File: src/rtl/fp_mul_pkg.sv
// Shared sizing helpers and the sticky/any result type used by the OR-reduction tree
// that sits between the mantissa multiplier and the rounding logic.
package fp_mul_pkg;

   localparam int DEF_WIDTH = 106;
   localparam int DEF_CHUNK = 8;

   typedef struct packed {
      logic sticky;
      logic any;
   } sticky_res_t;

   // Number of partial ORs registered by pipeline level 'level' (level 0 reduces the raw vector).
   function automatic int or_parts(input int width, input int chunk, input int level);
      int n;
      n = width;
      for (int l = 0; l <= level; l++) begin
         n = (n + chunk - 1) / chunk;
      end
      return n;
   endfunction

   // Levels needed until a single bit remains; at least one so the result is always registered.
   function automatic int or_levels(input int width, input int chunk);
      int n;
      int l;
      n = (width + chunk - 1) / chunk;
      l = 1;
      while (n > 1) begin
         n = (n + chunk - 1) / chunk;
         l++;
      end
      return l;
   endfunction

   // Node index 0 is the masked input vector; node k+1 is the output of level k.
   function automatic int node_count(input int width, input int chunk, input int idx);
      return (idx == 0) ? width : or_parts(width, chunk, idx - 1);
   endfunction

   function automatic int node_offset(input int width, input int chunk, input int idx);
      int off;
      off = 0;
      for (int j = 0; j < idx; j++) begin
         off += node_count(width, chunk, j);
      end
      return off;
   endfunction

endpackage

File: src/rtl/or_reduce_stage.sv
// One registered level of the OR tree: folds IN_N sticky/any bits into ceil(IN_N/CHUNK)
// partials, shifting only when the whole pipeline advances.
module or_reduce_stage
   import fp_mul_pkg::*;
#(
   parameter int  IN_N  = DEF_WIDTH,
   parameter int  CHUNK = DEF_CHUNK,
   localparam int OUT_N = (IN_N + CHUNK - 1) / CHUNK
) (
   input  logic             clk,
   input  logic             rst,
   input  logic             adv_i,
   input  logic             valid_i,
   input  logic [IN_N-1:0]  sticky_i,
   input  logic [IN_N-1:0]  any_i,
   output logic             valid_o,
   output logic [OUT_N-1:0] sticky_o,
   output logic [OUT_N-1:0] any_o
);

   localparam int PAD_N = OUT_N * CHUNK;

   logic [PAD_N-1:0] sticky_pad;
   logic [PAD_N-1:0] any_pad;
   logic [OUT_N-1:0] sticky_d;
   logic [OUT_N-1:0] any_d;
   logic [OUT_N-1:0] sticky_q;
   logic [OUT_N-1:0] any_q;
   logic             valid_q;

   // The top chunk is zero-padded so every partial is a full CHUNK-wide OR.
   always_comb begin
      sticky_pad             = '0;
      any_pad                = '0;
      sticky_d               = '0;
      any_d                  = '0;
      sticky_pad[IN_N-1:0]   = sticky_i;
      any_pad[IN_N-1:0]      = any_i;
      for (int p = 0; p < OUT_N; p++) begin
         sticky_d[p] = |sticky_pad[p*CHUNK +: CHUNK];
         any_d[p]    = |any_pad[p*CHUNK +: CHUNK];
      end
   end

   always_ff @(posedge clk or posedge rst) begin
      if (rst) begin
         valid_q  <= 1'b0;
         sticky_q <= '0;
         any_q    <= '0;
      end else if (adv_i) begin
         valid_q  <= valid_i;
         sticky_q <= sticky_d;
         any_q    <= any_d;
      end
   end

   assign valid_o  = valid_q;
   assign sticky_o = sticky_q;
   assign any_o    = any_q;

endmodule

File: src/rtl/sticky_or_reduce.sv
// Pipelined masked OR-reduction producing the sticky and any-set bits for FP rounding.
// Define SEG_ACCUM_EN to add in_last and accumulate results across a beat group.
module sticky_or_reduce
   import fp_mul_pkg::*;
#(
   parameter int  WIDTH  = DEF_WIDTH,
   parameter int  CHUNK  = DEF_CHUNK,
   parameter int  CUT_W  = $clog2(WIDTH + 1),
   localparam int LEVELS = or_levels(WIDTH, CHUNK)
) (
   input  logic             clk,
   input  logic             rst,
   input  logic             in_valid_i,
   output logic             in_ready_o,
   input  logic [WIDTH-1:0] in_data_i,
   input  logic [CUT_W-1:0] in_cut_i,
`ifdef SEG_ACCUM_EN
   input  logic             in_last_i,
`endif
   output logic             out_valid_o,
   input  logic             out_ready_i,
   output logic             out_sticky_o,
   output logic             out_any_o
);

   localparam int NODE_TOT = node_offset(WIDTH, CHUNK, LEVELS + 1);

   // Flat node buses: slice k holds the inputs of level k, the final bit is the tree root.
   wire [NODE_TOT-1:0] sticky_bus;
   wire [NODE_TOT-1:0] any_bus;
   wire [LEVELS:0]     vld_bus;

   logic [WIDTH-1:0] masked;
   logic             adv;
   logic             pipe_vld;
   sticky_res_t      pipe_res;

   // Only bits below in_cut feed sticky; in_cut >= WIDTH therefore keeps every bit.
   always_comb begin
      masked = '0;
      for (int i = 0; i < WIDTH; i++) begin
         masked[i] = in_data_i[i] && (i < int'(in_cut_i));
      end
   end

   assign sticky_bus[WIDTH-1:0] = masked;
   assign any_bus[WIDTH-1:0]    = in_data_i;
   assign vld_bus[0]            = in_valid_i && in_ready_o;

   for (genvar k = 0; k < LEVELS; k++) begin : gen_lvl
      localparam int IN_OFF  = node_offset(WIDTH, CHUNK, k);
      localparam int IN_N    = node_count(WIDTH, CHUNK, k);
      localparam int OUT_OFF = node_offset(WIDTH, CHUNK, k + 1);
      localparam int OUT_N   = node_count(WIDTH, CHUNK, k + 1);

      or_reduce_stage #(
         .IN_N  (IN_N),
         .CHUNK (CHUNK)
      ) u_stage (
         .clk      (clk),
         .rst      (rst),
         .adv_i    (adv),
         .valid_i  (vld_bus[k]),
         .sticky_i (sticky_bus[IN_OFF +: IN_N]),
         .any_i    (any_bus[IN_OFF +: IN_N]),
         .valid_o  (vld_bus[k+1]),
         .sticky_o (sticky_bus[OUT_OFF +: OUT_N]),
         .any_o    (any_bus[OUT_OFF +: OUT_N])
      );
   end

   assign pipe_vld        = vld_bus[LEVELS];
   assign pipe_res.sticky = sticky_bus[NODE_TOT-1];
   assign pipe_res.any    = any_bus[NODE_TOT-1];

   // Handshake: valid/ready on both sides; a beat moves on valid && ready, and the whole
   // pipeline shifts in lockstep (bubbles included) whenever the output slot can drain.
   assign adv        = !out_valid_o || out_ready_i;
   assign in_ready_o = adv;

`ifdef SEG_ACCUM_EN
   logic [LEVELS-1:0] last_q;
   logic [LEVELS-1:0] last_d;
   logic              acc_sticky_q;
   logic              acc_sticky_d;
   logic              acc_any_q;
   logic              acc_any_d;

   // Non-last beats leave the final stage into the accumulator; a last beat is presented
   // merged with it and the accumulator clears when that result is taken.
   always_comb begin
      last_d       = last_q;
      acc_sticky_d = acc_sticky_q;
      acc_any_d    = acc_any_q;
      if (adv) begin
         last_d[0] = in_last_i;
         for (int k = 1; k < LEVELS; k++) begin
            last_d[k] = last_q[k-1];
         end
         if (pipe_vld) begin
            if (last_q[LEVELS-1]) begin
               acc_sticky_d = 1'b0;
               acc_any_d    = 1'b0;
            end else begin
               acc_sticky_d = acc_sticky_q | pipe_res.sticky;
               acc_any_d    = acc_any_q | pipe_res.any;
            end
         end
      end
   end

   always_ff @(posedge clk or posedge rst) begin
      if (rst) begin
         last_q       <= '0;
         acc_sticky_q <= 1'b0;
         acc_any_q    <= 1'b0;
      end else begin
         last_q       <= last_d;
         acc_sticky_q <= acc_sticky_d;
         acc_any_q    <= acc_any_d;
      end
   end

   assign out_valid_o  = pipe_vld && last_q[LEVELS-1];
   assign out_sticky_o = out_valid_o && (acc_sticky_q || pipe_res.sticky);
   assign out_any_o    = out_valid_o && (acc_any_q || pipe_res.any);
`else
   assign out_valid_o  = pipe_vld;
   assign out_sticky_o = out_valid_o && pipe_res.sticky;
   assign out_any_o    = out_valid_o && pipe_res.any;
`endif

endmodule

File: config.mk
export PLATFORM = sky130hd
export DESIGN_NAME = sticky_or_reduce
export DESIGN_NICKNAME = d
export VERILOG_FILES = /design/src/rtl/fp_mul_pkg.sv /design/src/rtl/or_reduce_stage.sv /design/src/rtl/sticky_or_reduce.sv
export SDC_FILE = /design/constraint.sdc
export NUM_CORES = 1
export LEC_CHECK = 0
export ABC_AREA = 1
export CAP_MARGIN = 5
export CORE_UTILIZATION = 52
export CTS_CLUSTER_DIAMETER = 80
export DETAILED_ROUTE_END_ITERATION = 12
export GPL_TIMING_DRIVEN = 0
export PLACE_DENSITY = 0.9
export SYNTH_ARGS = -nofsm -noshare
export SYNTH_HDL_FRONTEND = slang
export SYNTH_HIERARCHICAL = 1
export SYNTH_SLANG_ARGS = --single-unit
File: constraint.sdc
create_clock -name clk -period 2 [get_ports clk]
set_input_delay 0.2 -clock clk [delete_from_list [all_inputs] [get_ports clk]]
set_output_delay 0.2 -clock clk [all_outputs]
set_load 0.01 [all_outputs]
==> flow_summary_export.csv <==
group,metric,value,unit
run_status,status,"finished clean",
synthesis,yosysUniqueCellTypes,28,
global_routing,overflow,0,
cells_and_area,multi_input_area,2480,um^2
global_routing,grt_max_degree,30,
timing,drv_slew,0,
routing,drc_errors,0,
timing,min_period_over_period,90.4,%
synthesis,synth_warnings,6,
synthesis,yosys_register_bits,37,
global_routing,first_global_vias,4426,
synthesis,yosys.area.top_type_share,28.4,%
synthesis,async_reset_ff_share,100,%
die,io_pins,121,
synthesis,syn-num-nets,841,
die,die-area,7820,um^2
routing,drt_first_iter_violations,381,
timing,timing.setup.tns,0,ns
critical_path,crit_chain,"nand2_1 -> clkdlybuf4s50_1",
synthesis,ys_dominant_reg_cell,"dfrtp_1",
die,initial_core_util,53.5,%
die,die_x,88.4,um
routing,viasPerCell,5.13,
synthesis,synth_area,3880,um^2
synthesis,yosys.area.top_type,"nor2_1",
clocking,cts_hold_buf,0,
routing,postRouteAntennaNets,0,
power,powerDensity,482,nW/um^2
routing,drt_wl_total,13200,um
critical_path,cp-start-kind,"register",
clocking,cts.sinks,37,
global_routing,antenna_found_initial,0,
global_routing,grt_pass1_wl,20600,um
die,num_rows,31,
synthesis,syn_inst,724,
clocking,clockRootBuffer,"clkbuf_8",
place,place_congestion,0.986,
clocking,clkSlewWorstSetupHoldPaths,0.07,ns
routing,via_count,4863,
synthesis,syn_avg_cell_area,5.36,um^2
clocking,cts_tree,"yes",
cells_and_area,antennaDiodeCount,0,
die,die_y,88.4,um
critical_path,crit_type,"reg2out",
power,ir_worst_vdd,0.000346,V
place,hpwl,10500,um
timing,min_period,1.81,ns
synthesis,synth-edff-count,0,
hold_path,hold_class,"in2async",
critical_path,slowest_delay,0.60,ns
timing,fin_skew,0.00553,ns
critical_path,worst-path-buf-inv,1,
routing,routedWlPerCell,13.9,um
routing,firstDrtPassIters,5,
die,coreArea,7250,um^2
timing,final-hold-violation-count,0,
power,p_leak,2.52,nW
clocking,clock_latency,0.29,ns
critical_path,cpLargestDelayFamily,"buffers and inverters",
critical_path,worst_path_max_delay_cell,"clkdlybuf4s50_1",
timing,fmax,0.553,GHz
place,port_buffers,116,
synthesis,synth_area_leaders,"nor2_1, dfrtp_1, nand2_1",
cells_and_area,fin_cells,948,
cells_and_area,drive_gt1_share,7.30,%
global_routing,grt_usage,34.7,%
critical_path,cp.arrival,1.61,ns
timing,worstMarginPinSlew,1.05,ns
timing,setup_viol,0,
place,placed_cells,939,
critical_path,required,1.80,ns
critical_path,worstSetupEndpointType,"output pin",
cells_and_area,fin_nets,966,
clocking,cts_max_level,2,
synthesis,ys_seq_area_share,23.8,%
cells_and_area,syn_to_final_growth,35.8,%
critical_path,critPathMaxFanout,9,
timing,rsz0062_at_grt,"no",
timing,relSlewSlack,30.1,%
clocking,cts_buffers,5,
clocking,cts.path.max_buffers,2,
job,maxCapViolations,0,
cells_and_area,regArea,926,um^2
synthesis,ys_top_cells_by_count,"nor2_1, nand2_1, inv_1, nand3_1, dfrtp_1",
synthesis,synthMostInstantiatedCell,"nor2_1",
cells_and_area,fillers,659,
[path summary, 6_finish.rpt]
kind	from	endpoint	slack (ns)	cells after the start
setup / recovery	gen_lvl[2].u_stage/valid_o	in_ready_o	0.19	2
hold / removal	rst	gen_lvl[2].u_stage/any_o	0.14	2
setup reg to reg	gen_lvl[2].u_stage/valid_o	gen_lvl[0].u_stage/any_o[10]	0.23	8
hold reg to reg	gen_lvl[2].u_stage/any_o	gen_lvl[2].u_stage/any_o	0.49	2
max in group asynchronous	rst	gen_lvl[0].u_stage/any_o[9]	0.82	2
min in group clk	in_cut_i[4]	gen_lvl[0].u_stage/sticky_o[13]	0.47	5
[metal layers]
layer / global-route usage (%) / vias to the layer above / part of all wire (%)
met5: 0 / - / 0
met4: 16.6 / 0 / 3.1
met3: 1.87 / 31 / 8.2
met2: 61.5 / 244 / 48
met1: 43.1 / 2141 / 40
li1: - / 2447 / -
[sequential cells by signal, summed over array words and instances, names as in the netlist]
| name | count |
|---|---|
| gen_lvl.u_stage/valid_o | 3 |
| gen_lvl.u_stage/any_o | 17 |
| gen_lvl.u_stage/sticky_o | 17 |
[cell families after synthesis]
group	after synthesis	synth area share, %
flops	37	23.8
simple gates	526	56.3
compound gates	52	7.51
buf+inv	109	12.3
[what timing repair did]
item,CTS,global route
endpoints found under the setup margin,0,4
resized for setup,0,1
setup buffers,0,2
[cells in the final DEF, fill, tap and decap left out, drive strengths merged]
master and n:
clkinv 1, nor3b 2, dfrtp 37, and3 4, buf 19, o21ai 11
o21a 4, and2 1, nand3 51, clkdlybuf4s50 116, clkinvlp 1, clkbuf 8
a21oi 30, inv 89, nand2 162, a21boi 7, nor2 306
[where the power goes]
group	switching (W)	leakage, nW	total [W]	internal, W
Clock	0.000235	0.0443	0.000508	0.000273
Combinational	0.000649	2.13	0.00116	0.000507
Sequential	0.0000526	0.352	0.000876	0.000824
[area by class of cell]
type / instances / share of cell area (%)
Buffer: 18 / 2.54
Clock buffer: 7 / 1.64
Inverter: 91 / 6.62
Multi-Input combinational cell: 578 / 47.0
Sequential cell: 37 / 17.6
Tap cell: 99 / 2.35
Timing Repair Buffer: 118 / 22.3
[per-stage QoR]
step	instance area [um^2]	hold WS, ns	utilization [%]	setup WS (ns)	total power, W
finish	5270	0.145	72.7	0.192	0.00254
global route	5270	0.169	72.7	0.131	0.00270
CTS	5260	0.140	72.5	0.0217	0.00253
detailed placement	5170	0.445	71.3	-0.279	0.00202
global placement	5170	0.429	71.3	-0.278	0.00199
floorplan	3880	-0.0464	-	0.597	0.00150
(Power assumes the default switching activity.)
